$ cat config.mk
export PLATFORM = sky130hd
export DESIGN_NAME = mandel_view_ctrl_flat
export DESIGN_NICKNAME = d
export VERILOG_FILES = /design/src/rtl/mandel_pkg.sv /design/src/rtl/mandel_view_ctrl_if.sv /design/src/rtl/fp_sat_addsub.sv /design/src/rtl/mandel_view_ctrl.sv /design/src/flat_wrapper.sv
export SDC_FILE = /design/constraint.sdc
export NUM_CORES = 1
export LEC_CHECK = 0
export CORE_ASPECT_RATIO = 1.25
export CORE_MARGIN = 2
export CORE_UTILIZATION = 38
export CTS_CLUSTER_DIAMETER = 100
export DETAILED_ROUTE_END_ITERATION = 8
export PLACE_DENSITY = 0.64
export SLEW_MARGIN = 20
export SYNTH_ARGS = -nofsm -noshare
export SYNTH_HDL_FRONTEND = slang
export SYNTH_SLANG_ARGS = --single-unit
$ cat constraint.sdc
create_clock -name clk -period 12.3 [get_ports clk]
set_input_delay 3.69 -clock clk [delete_from_list [all_inputs] [get_ports clk]]
set_output_delay 3.69 -clock clk [all_outputs]
set_load 0.005 [all_outputs]
$ cat src/rtl/mandel_pkg.sv
// Shared definitions for the Mandelbrot view controller: fixed-point widths,
// reset/limit defaults, FSM state and request-bit index enums.
package mandel_pkg;

  localparam int FB_WIDTH_D   = 320;
  localparam int FB_HEIGHT_D  = 180;
  localparam int FP_WIDTH_D   = 25;
  localparam int FP_INT_D     = 4;
  localparam int INIT_CX_D    = -1572864;
  localparam int INIT_CY_D    = 0;
  localparam int INIT_STEP_D  = 19661;
  localparam int STEP_MAX_D   = 19661;
  localparam int PAN_PX_D     = 16;
  localparam int CENTRE_LIM_D = 4194304;

  localparam int REQ_W = 6;

  typedef enum logic [2:0] {
    ST_IDLE  = 3'd0,
    ST_APPLY = 3'd1,
    ST_CALC  = 3'd2,
    ST_START = 3'd3,
    ST_WAIT  = 3'd4
  } view_state_e;

  // Bit positions inside the pending-request register.
  typedef enum logic [2:0] {
    REQ_UP   = 3'd0,
    REQ_DN   = 3'd1,
    REQ_LT   = 3'd2,
    REQ_RT   = 3'd3,
    REQ_ZIN  = 3'd4,
    REQ_ZOUT = 3'd5
  } req_idx_e;

endpackage

$ cat src/rtl/mandel_view_ctrl_if.sv
// Render-side port bundle: operands and start pulse out, busy/done back.
interface mandel_view_ctrl_if
  import mandel_pkg::*;
#(
  parameter int FP_WIDTH = FP_WIDTH_D
);
  logic                       start;
  logic signed [FP_WIDTH-1:0] x_start;
  logic signed [FP_WIDTH-1:0] y_start;
  logic signed [FP_WIDTH-1:0] step;
  logic                       render_busy;
  logic                       render_done;

  modport master (
    output start, x_start, y_start, step,
    input  render_busy, render_done
  );

  modport slave (
    input  start, x_start, y_start, step,
    output render_busy, render_done
  );
endinterface

$ cat src/rtl/fp_sat_addsub.sv
// Signed fixed-point add/subtract whose result is clamped to +/-LIM.
module fp_sat_addsub
  import mandel_pkg::*;
#(
  parameter int W   = FP_WIDTH_D,
  parameter int LIM = CENTRE_LIM_D
) (
  input  logic signed [W-1:0] i_a,
  input  logic signed [W-1:0] i_b,
  input  logic                i_sub,
  output logic signed [W-1:0] o_y
);

  localparam logic signed [W:0] LIM_P = (W+1)'(LIM);
  localparam logic signed [W:0] LIM_N = -LIM_P;

  logic signed [W:0] w_sum;

  // One guard bit keeps the raw sum exact before clamping.
  always_comb begin
    if (i_sub) begin
      w_sum = (W+1)'(i_a) - (W+1)'(i_b);
    end else begin
      w_sum = (W+1)'(i_a) + (W+1)'(i_b);
    end
    if (w_sum > LIM_P) begin
      o_y = LIM_P[W-1:0];
    end else if (w_sum < LIM_N) begin
      o_y = LIM_N[W-1:0];
    end else begin
      o_y = w_sum[W-1:0];
    end
  end

endmodule

$ cat src/rtl/mandel_view_ctrl.sv
// Pan/zoom view controller feeding the Mandelbrot renderer. Optional feature:
// VIEW_CTRL_AUTOZOOM_EN (continuous zoom-in after each idle render_done).
module mandel_view_ctrl
  import mandel_pkg::*;
#(
  parameter int FB_WIDTH   = FB_WIDTH_D,
  parameter int FB_HEIGHT  = FB_HEIGHT_D,
  parameter int FP_WIDTH   = FP_WIDTH_D,
  parameter int FP_INT     = FP_INT_D,
  parameter int INIT_CX    = INIT_CX_D,
  parameter int INIT_CY    = INIT_CY_D,
  parameter int INIT_STEP  = INIT_STEP_D,
  parameter int STEP_MAX   = STEP_MAX_D,
  parameter int PAN_PX     = PAN_PX_D,
  parameter int CENTRE_LIM = CENTRE_LIM_D
) (
  input  logic               clk,
  input  logic               rst,
  input  logic               btn_up,
  input  logic               btn_dn,
  input  logic               btn_lt,
  input  logic               btn_rt,
  input  logic               btn_zin,
  input  logic               btn_zout,
  mandel_view_ctrl_if.master rif,
  output logic               pending
);

  localparam int W  = FP_WIDTH;
  localparam int W2 = 2 * FP_WIDTH;

  localparam logic signed [W2-1:0] HALF_W_C = W2'(FB_WIDTH / 2);
  localparam logic signed [W2-1:0] HALF_H_C = W2'(FB_HEIGHT / 2);
  localparam logic signed [W2-1:0] PAN_C    = W2'(PAN_PX);
  localparam logic signed [W-1:0]  CX0_C    = W'(INIT_CX);
  localparam logic signed [W-1:0]  CY0_C    = W'(INIT_CY);
  localparam logic signed [W-1:0]  STEP0_C  = W'(INIT_STEP);
  localparam logic signed [W-1:0]  STEP_ONE = {{(W-1){1'b0}}, 1'b1};
  localparam logic signed [W:0]    STEP_MAX_C = (W+1)'(STEP_MAX);

  view_state_e         r_state;
  logic [REQ_W-1:0]    r_pend;
  logic signed [W-1:0] r_cx;
  logic signed [W-1:0] r_cy;
  logic signed [W-1:0] r_step;
  logic signed [W-1:0] r_x;
  logic signed [W-1:0] r_y;
  logic signed [W-1:0] r_step_o;
  logic                r_start;

  logic [REQ_W-1:0]     w_btn;
  logic signed [W2-1:0] w_step_wide;
  logic signed [W2-1:0] w_pan_wide;
  logic signed [W2-1:0] w_xo_wide;
  logic signed [W2-1:0] w_yo_wide;
  logic signed [W-1:0]  w_pan;
  logic signed [W-1:0]  w_x_calc;
  logic signed [W-1:0]  w_y_calc;
  logic signed [W-1:0]  w_cx_sat;
  logic signed [W-1:0]  w_cy_sat;
  logic signed [W-1:0]  w_cx_nxt;
  logic signed [W-1:0]  w_cy_nxt;
  logic signed [W-1:0]  w_step_half;
  logic signed [W:0]    w_step_dbl;
  logic signed [W-1:0]  w_step_nxt;
  logic                 w_zin;
  logic                 w_zout;
  logic [4:0]           w_unused_cfg;

  assign w_btn = {btn_zout, btn_zin, btn_rt, btn_lt, btn_dn, btn_up};

  // Double-width products, truncated back to the operand width.
  always_comb begin
    w_step_wide = W2'(r_step);
    w_pan_wide  = w_step_wide * PAN_C;
    w_xo_wide   = w_step_wide * HALF_W_C;
    w_yo_wide   = w_step_wide * HALF_H_C;
    w_pan       = w_pan_wide[W-1:0];
    w_x_calc    = r_cx - w_xo_wide[W-1:0];
    w_y_calc    = r_cy - w_yo_wide[W-1:0];
  end

  fp_sat_addsub #(.W(W), .LIM(CENTRE_LIM)) u_cx_sat (
    .i_a  (r_cx),
    .i_b  (w_pan),
    .i_sub(r_pend[REQ_LT]),
    .o_y  (w_cx_sat)
  );

  fp_sat_addsub #(.W(W), .LIM(CENTRE_LIM)) u_cy_sat (
    .i_a  (r_cy),
    .i_b  (w_pan),
    .i_sub(r_pend[REQ_UP]),
    .o_y  (w_cy_sat)
  );

  // Opposite pans and opposite zooms cancel; pan uses the pre-zoom step.
  always_comb begin
    w_zin       = r_pend[REQ_ZIN] & ~r_pend[REQ_ZOUT];
    w_zout      = r_pend[REQ_ZOUT] & ~r_pend[REQ_ZIN];
    w_step_half = r_step >>> 1;
    w_step_dbl  = (W+1)'(r_step) <<< 1;
    if (r_pend[REQ_LT] ^ r_pend[REQ_RT]) begin
      w_cx_nxt = w_cx_sat;
    end else begin
      w_cx_nxt = r_cx;
    end
    if (r_pend[REQ_UP] ^ r_pend[REQ_DN]) begin
      w_cy_nxt = w_cy_sat;
    end else begin
      w_cy_nxt = r_cy;
    end
    if (w_zin) begin
      if (w_step_half < STEP_ONE) begin
        w_step_nxt = STEP_ONE;
      end else begin
        w_step_nxt = w_step_half;
      end
    end else if (w_zout) begin
      if (w_step_dbl > STEP_MAX_C) begin
        w_step_nxt = STEP_MAX_C[W-1:0];
      end else begin
        w_step_nxt = w_step_dbl[W-1:0];
      end
    end else begin
      w_step_nxt = r_step;
    end
  end

  // View FSM: requests accumulate in any state, are consumed in APPLY.
  always_ff @(posedge clk) begin
    if (rst) begin
      r_state  <= ST_CALC;
      r_pend   <= {REQ_W{1'b0}};
      r_cx     <= CX0_C;
      r_cy     <= CY0_C;
      r_step   <= STEP0_C;
      r_x      <= {W{1'b0}};
      r_y      <= {W{1'b0}};
      r_step_o <= STEP0_C;
      r_start  <= 1'b0;
    end else begin
      r_start <= 1'b0;
      r_pend  <= r_pend | w_btn;
      case (r_state)
        ST_IDLE: begin
          // Looking at the raw buttons too gives APPLY on the very next cycle.
          if ((r_pend != {REQ_W{1'b0}}) || (w_btn != {REQ_W{1'b0}})) begin
            r_state <= ST_APPLY;
          end
        end
        ST_APPLY: begin
          r_pend  <= w_btn;
          r_cx    <= w_cx_nxt;
          r_cy    <= w_cy_nxt;
          r_step  <= w_step_nxt;
          r_state <= ST_CALC;
        end
        ST_CALC: begin
          r_x      <= w_x_calc;
          r_y      <= w_y_calc;
          r_step_o <= r_step;
          r_start  <= 1'b1;
          r_state  <= ST_START;
        end
        ST_START: begin
          r_state <= ST_WAIT;
        end
        ST_WAIT: begin
          if (rif.render_done) begin
            r_state <= ST_IDLE;
`ifdef VIEW_CTRL_AUTOZOOM_EN
            if ((r_pend == {REQ_W{1'b0}}) && (w_btn == {REQ_W{1'b0}}) &&
                (r_step != STEP_ONE)) begin
              r_pend[REQ_ZIN] <= 1'b1;
            end
`endif
          end
        end
        default: begin
          r_state <= ST_IDLE;
        end
      endcase
    end
  end

  assign rif.start   = r_start;
  assign rif.x_start = r_x;
  assign rif.y_start = r_y;
  assign rif.step    = r_step_o;
  assign pending     = |r_pend;

  // Busy is informational; product high halves are discarded by design.
  assign w_unused_cfg = {^w_pan_wide[W2-1:W], ^w_xo_wide[W2-1:W],
                         ^w_yo_wide[W2-1:W], rif.render_busy, 1'(FP_INT)};

endmodule

$ cat src/flat_wrapper.sv
// flat-port wrapper written by rule: the top's interface ports become plain ports
module mandel_view_ctrl_flat import mandel_pkg::*;
#(
  parameter int FB_WIDTH   = FB_WIDTH_D,
  parameter int FB_HEIGHT  = FB_HEIGHT_D,
  parameter int FP_WIDTH   = FP_WIDTH_D,
  parameter int FP_INT     = FP_INT_D,
  parameter int INIT_CX    = INIT_CX_D,
  parameter int INIT_CY    = INIT_CY_D,
  parameter int INIT_STEP  = INIT_STEP_D,
  parameter int STEP_MAX   = STEP_MAX_D,
  parameter int PAN_PX     = PAN_PX_D,
  parameter int CENTRE_LIM = CENTRE_LIM_D
)
  (clk, rst, btn_up, btn_dn, btn_lt, btn_rt, btn_zin, btn_zout, pending, rif_start, rif_x_start, rif_y_start, rif_step, rif_render_busy, rif_render_done);
  mandel_view_ctrl_if #(.FP_WIDTH(FP_WIDTH)) rif_i ();
  input  logic clk;
  input  logic rst;
  input  logic btn_up;
  input  logic btn_dn;
  input  logic btn_lt;
  input  logic btn_rt;
  input  logic btn_zin;
  input  logic btn_zout;
  output logic pending;
  output wire logic [$bits(rif_i.start)-1:0] rif_start;
  output wire logic [$bits(rif_i.x_start)-1:0] rif_x_start;
  output wire logic [$bits(rif_i.y_start)-1:0] rif_y_start;
  output wire logic [$bits(rif_i.step)-1:0] rif_step;
  input wire logic [$bits(rif_i.render_busy)-1:0] rif_render_busy;
  input wire logic [$bits(rif_i.render_done)-1:0] rif_render_done;
  assign rif_start = rif_i.start;
  assign rif_x_start = rif_i.x_start;
  assign rif_y_start = rif_i.y_start;
  assign rif_step = rif_i.step;
  assign rif_i.render_busy = rif_render_busy;
  assign rif_i.render_done = rif_render_done;
  mandel_view_ctrl #(.FB_WIDTH(FB_WIDTH), .FB_HEIGHT(FB_HEIGHT), .FP_WIDTH(FP_WIDTH), .FP_INT(FP_INT), .INIT_CX(INIT_CX), .INIT_CY(INIT_CY), .INIT_STEP(INIT_STEP), .STEP_MAX(STEP_MAX), .PAN_PX(PAN_PX), .CENTRE_LIM(CENTRE_LIM)) u_core (.clk(clk), .rst(rst), .btn_up(btn_up), .btn_dn(btn_dn), .btn_lt(btn_lt), .btn_rt(btn_rt), .btn_zin(btn_zin), .btn_zout(btn_zout), .rif(rif_i), .pending(pending));
endmodule
==> out/qor.txt, run 1 <==
outcome = completed
# fillers = 3705
initial antenna violation count = 1
clock latency on the worst-skew pair = 460 ps
EDFF count, synth = 0
DRC = 0
RSZ-0062 raised after global routing = no
sequential-to-total area share from yosys stat = 0.208
xor/xnor cell area share of the yosys netlist = 0.0859
Chip Width = 177 um
hold path endpoint = u_core.rif.y_start[15]$_SDFFE_PP0P_
Tmin final = 7040 ps
area delta synth->final = 13.3%
gpl congestion = 0.877
proportion of layout cells with a drive suffix above 1 = 0.0402
vias per inst = 5.38
antenna fix cells = 0
Setup CP Type = register to register
antenna-violating nets left = 0
Initial Util = 0.383
Req. time, crit path = 12620 ps
io pins = 87
flops & latches, synth = 147
die height = 220 um
wire length per cell = 15.8 um
Post-Syn Instances = 1786
largest fanout on the critical path = 10
CTS buffer count = 17
worst r2r path cells = 26
post-synth design cell area = 14200 um^2
CP Data Arrival Time = 7360 ps
worst hold start = u_core.rif.y_start[15]$_SDFFE_PP0P_
Critical Path End Type = register
Post-layout nets = 2085
post-synthesis mux area share = 0.00450
post-cts repair resize count = 0
Leakage = 0.00690 uW
worst slew pin tran = 968 ps
worst vdd ir = 90.6 uV
placed cells = 2294
Reg clk slew, reported paths = 60 ps
Startpoint Class = register
final setup fails = 0
Pins Over Slew Limit = 0
top_reg_cell synth = dfxtp_1
skew final = 12.2 ps
CTS HTree Levels = 4
vias post-DR = 12503
final worst slack = 5260 ps
postcts setup bufs = 0
pre-CTS setup slack = 5290 ps
crit share post-route = 0.572
Post-Synth Simple-Gate Area = 0.187
FF-to-FF End = u_core.rif.y_start[24]$_SDFFE_PP0P_
main combinational cell family by area after synthesis = adder cells
Die ar. = 38900 um^2
initial drt markers = 685
library cells used by synthesis = 80
PD cells = 146 nW/um^2
CORE AREA = 37000 um^2
adder-cell share of the synthesized area = 0.240
final setup TNS = 0 ps
clock sink count = 147
commonest non-fill, non-tap cell in the layout = nand2_1
Synth Warn # = 0
largest net degree at the start of global routing = 68
Reg2Reg Setup Slack = 5260 ps
Syn Area/Cell = 7.94 um^2
worst-case clock buffer depth = 2
Synth Area in Compound Gates = 0.213
vias in the first global route = 12460
router iterations before antenna repair = 5
MaxCap Viol Count = 0
most frequent cells in the layout = nand2_1, ha_1, a21oi_1, dfxtp_1, inv_1
Worst setup startpoint = u_core.r_step[3]$_SDFFE_PP1P_
aggregate global-route resource usage = 0.194
clock root cell = clkbuf_16
hold path depth = 2
Hold Path Class = register to register
first-pass GRT wire length = 60.5 mm
RR Startpoint = u_core.r_step[3]$_SDFFE_PP1P_
number of standard cells in the final layout excluding fillers = 2326
Final Hold Fails = 0
grt total ovfl = 0
hold_buf cts = 0
PortBufs = 80
DP HPWL = 28.7 mm
Max transition margin = 0.352
Routed WL = 36.9 mm
CTS tree = done
Rows = 79
Async S/R FF share, synth = 0
Max Freq = 142 MHz
where the power goes:
group / internal, uW / switching [uW]
logic: 516 / 638
registers: 533 / 41.9
clock network: 375 / 233
critical path, cell delays in order, from the launching register on:
cell	delay (ps)
dfxtp_1	650
inv_1	250
ha_1	360
ha_1	270
inv_1	50
fa_1	490
fa_1	510
inv_1	40
ha_1	260
inv_1	60
o21bai_1	140
a21oi_1	110
o21ai_0	400
a41oi_1	270
a211oi_1	480
a21oi_1	150
xor2_1	180
ha_1	360
o211ai_1	140
nor2_1	120
o21ai_0	160
nor3b_1	220
o311ai_0	580
a21oi_1	200
xnor2_1	180
o211ai_1	100
o221ai_1	140
cell type report:
cell class	instances	area [um^2]	area share
well taps	486	608	0.0379
clock buffers	19	453	0.0282
flip-flops and latches	147	2940	0.183
multi-input cells	1425	10400	0.648
repair buffers	92	888	0.0553
inverters	144	541	0.0337
clock inverters	13	220	0.0137
cells in the mapped netlist, drive strengths merged, types with 24 or more instances:
cell type	number	area share
nand2	209	0.055
ha	208	0.18
a21oi	153	0.054
dfxtp	147	0.21
inv	144	0.038
nor2	121	0.032
xnor2	110	0.068
nand3	75	0.026
o21ai	69	0.024
clkbuf	59	0.016
a211oi	40	0.022
fa	40	0.056
nor3	38	0.014
o211ai	33	0.017
xor2	29	0.018
a21o	24	0.013
worst max-delay path by stage:
| stage | endpoint | slack [ps] | cells after the start |
|---|---|---|---|
| final | u_core.rif.y_start[24]$_SDFFE_PP0P_ | 5260 | 26 |
| after global routing | u_core.rif.y_start[24]$_SDFFE_PP0P_ | 4690 | 26 |
| after CTS | u_core.rif.y_start[24]$_SDFFE_PP0P_ | 5270 | 26 |
| after detailed placement | u_core.rif.y_start[24]$_SDFFE_PP0P_ | 5290 | 26 |
| after global placement | u_core.rif.y_start[24]$_SDFFE_PP0P_ | 5410 | 26 |
| after floorplan | u_core.rif.y_start[22]$_SDFFE_PP0P_ | 6560 | 28 |
layer usage:
| layer | part of all wire | global-route usage | wire, um |
|---|---|---|---|
| met2 | 0.51 | 0.360 | 18800 |
| met5 | 0 | 0 | 0 |
| met3 | 0.027 | 0.0278 | 998 |
| met1 | 0.45 | 0.229 | 16400 |
| met4 | 0.018 | 0.0598 | 654 |
stage by stage:
step	area [um^2]	hold slack (ps)	util	power, uW
2_1_floorplan	14200	444	-	1420
3_3_place_gp	15400	442	0.416	1710
3_5_place_dp	15400	444	0.416	1730
4_1_cts	16000	456	0.434	2360
5_1_grt	16100	473	0.434	2530
6_report	16100	452	0.434	2340
kinds of logic after synthesis:
group           Yosys count
simple gates            566
xor+xnor                139
flops                   147
other cells               1
fa+ha+maj               248
mux                       6
buf+inv                 218
compound gates          461
flip-flops by register name, indices dropped and copies added, names as in the netlist:
| signal | cells |
|---|---|
| u_core.rif.x_start | 21 |
| u_core.rif.y_start | 24 |
| u_core.r_cx | 21 |
| u_core.rif.step | 25 |
| u_core.r_pend | 6 |
| u_core.rif.start | 1 |
| u_core.r_state | 3 |
| u_core.r_step | 25 |
| u_core.r_cy | 21 |
No activity file was read; power rests on OpenSTA's default activity.
==> inputs of run 2 (changes only) <==
- clock period: 12.3 -> 7.3 ns (I/O delays scaled with it)
==> run 2 against run 1 <==
Against the previous run:
- worst setup slack worse by 4700 ps
- clock-buffer cell count up 1
- global-route usage about the same
- critical path depth up 1
- sequential share of layout area about the same
==> out/qor.txt, run 2 (synthesis gave the netlist of run 1 again) <==
Routed WL = 36.6 mm (-0.61%)
CP max stage cell = dfxtp_1
postcts setup bufs = 0 (unchanged)
area delta synth->final = 13.0%
CORE AREA = 37000 um^2 (unchanged)
outcome = completed
routed metal-1 wire length = 16.4 mm (-0.33%)
Crit path largest cell delay = 640 ps (about the same)
MaxCap Viol Count = 0 (unchanged)
Initial Util = 0.383 (unchanged)
hold path depth = 2 (unchanged)
CTS tree = done
Hold Path Class = register to register
Tmin final = 6720 ps (-315 ps)
switching pwr = 1530 uW (+67%)
clock root cell = clkbuf_16
Pins Over Slew Limit = 0 (unchanged)
vias in the first global route = 12664 (+1.6%)
DRC = 0 (unchanged)
grt total ovfl = 0 (unchanged)
PD cells = 240 nW/um^2 (+65%)
worst vdd ir = 145 uV (+60%)
worst-case clock buffer depth = 2 (unchanged)
combinational share of power = 0.505 (+0.011)
clock latency on the worst-skew pair = 460 ps (about the same)
largest fanout on the critical path = 10 (unchanged)
first-pass GRT wire length = 60.9 mm (+0.65%)
# fillers = 3690 (-0.40%)
Reg clk slew, reported paths = 60 ps (about the same)
met2 wire len = 18.4 mm (-1.8%)
final setup TNS = 0 ps (unchanged)
DP HPWL = 28.4 mm (-1.2%)
largest net degree at the start of global routing = 61 (-10%)
Final Hold Fails = 0 (unchanged)
P_int = 2320 uW (+63%)
proportion of layout cells with a drive suffix above 1 = 0.0407 (+0.000521)
antenna-violating nets left = 0 (unchanged)
vias post-DR = 12468 (-0.28%)
placed cells = 2296 (+0.087%)
FF-to-FF End = u_core.rif.y_start[24]$_SDFFE_PP0P_
aggregate global-route resource usage = 0.194 (about the same)
Startpoint Class = register
Post-layout nets = 2087 (+0.096%)
worst hold start = u_core.rif.y_start[5]$_SDFFE_PP0P_
CP Data Arrival Time = 7020 ps (-340 ps)
sequential share of power = 0.251 (+0.005)
Die ar. = 38900 um^2 (unchanged)
CTS buffer count = 17 (unchanged)
hold path endpoint = u_core.rif.y_start[5]$_SDFFE_PP0P_
met3 wire length = 974 um (-2.4%)
Reg2Reg Setup Slack = 580 ps (-4690 ps)
Setup CP Type = register to register
wire length per cell = 15.7 um (-0.70%)
final setup fails = 0 (unchanged)
number of standard cells in the final layout excluding fillers = 2328 (+0.086%)
Leakage = 0.00688 uW (-0.36%)
die height = 220 um (unchanged)
clock sink count = 147 (unchanged)
switching share of power = 0.396 (+0.00558)
PortBufs = 80 (unchanged)
RSZ-0062 raised after global routing = no
initial drt markers = 748 (+9.2%)
Max Freq = 149 MHz (+4.7%)
worst slew pin tran = 993 ps (+25.2 ps)
gpl congestion = 0.863 (-1.7%)
skew final = 11.7 ps (-0.477 ps)
crit share post-route = 0.921 (+0.349)
CTS HTree Levels = 4 (unchanged)
Rows = 79 (unchanged)
Max transition margin = 0.335 (-0.0168)
vias per inst = 5.36 (-0.37%)
Critical Path End Type = register
worst r2r path cells = 27 (+3.8%)
io pins = 87 (unchanged)
Req. time, crit path = 7590 ps (-5030 ps)
top layer in use = met4
RR Startpoint = u_core.r_step[3]$_SDFFE_PP1P_
initial antenna violation count = 0 (-1)
most frequent cells in the layout = nand2_1, ha_1, a21oi_1, dfxtp_1, inv_1
Clock Power Share = 0.244 (-0.016)
Chip Width = 177 um (unchanged)
commonest non-fill, non-tap cell in the layout = nand2_1
router iterations before antenna repair = 6 (+1)
[run 2: worst max-delay path by stage]
stage | endpoint | cells past startpoint | from
2_1_floorplan | u_core.rif.y_start[22]$_SDFFE_PP0P_ | 28 | u_core.r_step[4]$_SDFFE_PP0P_
3_3_place_gp | u_core.rif.y_start[24]$_SDFFE_PP0P_ | 26 | u_core.r_step[3]$_SDFFE_PP1P_
3_5_place_dp | u_core.rif.y_start[24]$_SDFFE_PP0P_ | 26 | u_core.r_step[3]$_SDFFE_PP1P_
4_1_cts | u_core.rif.y_start[24]$_SDFFE_PP0P_ | 26 | u_core.r_step[3]$_SDFFE_PP1P_
5_1_grt | u_core.rif.y_start[24]$_SDFFE_PP0P_ | 26 | u_core.r_step[3]$_SDFFE_PP1P_
6_report | u_core.rif.y_start[24]$_SDFFE_PP0P_ | 27 | u_core.r_step[3]$_SDFFE_PP1P_
[run 2: repair_timing]
action                                  in CTS  in global routing
gates resized for setup                      0                  2
endpoints found under the setup margin       0                  2
hold buffers                                 0                  0
[run 2: worst max-delay path: cells and delay by family (launching register included)]
kind	cells	cell delay, ps
flip-flops	1	640
AO/OA/AOI/OAI	12	2420
adder cells (fa/ha/maj)	6	2230
XOR/XNOR	2	330
AND/OR/NAND/NOR	3	520
buffers and inverters	4	430
[run 2: layout make-up]
| cell class | count | area (um^2) | share of cell area |
|---|---|---|---|
| inverter | 144 | 541 | 0.0337 |
| tap | 486 | 608 | 0.0380 |
| clock inverter | 11 | 154 | 0.00961 |
| antenna | 1 | 2.50 | 0.000156 |
| clock buffer | 20 | 457 | 0.0285 |
| multi-input combinational | 1425 | 10400 | 0.650 |
| sequential | 147 | 2940 | 0.184 |
| timing repair buffer | 94 | 903 | 0.0564 |
[run 2: through the flow]
stage               hold WS (ps)  setup WS (ps)  power, uW  cell area (um^2)  utilization
global placement             442            423       2880             15400        0.416
global route                 472           58.5       4170             16000        0.433
CTS                          455            419       3880             16000        0.433
detailed placement           443            450       2910             15400        0.416
finish                       449            575       3850             16000        0.433
floorplan                    444           1560       2390             14200            -
[run 2: metal layers]
metal	up-vias	track usage
met5	-	0
met4	0	0.0702
met3	55	0.0273
met2	185	0.352
met1	5841	0.231
li1	6387	-
[run 2: power groups by stage]
stage                     logic [uW]  clock network [uW]  registers, uW
after floorplan                 1420                   0            975
after global placement          1890                   0            986
after detailed placement        1930                   0            987
after CTS                       1940                 963            970
after global routing            2200                 991            983
final                           1940                 940            968
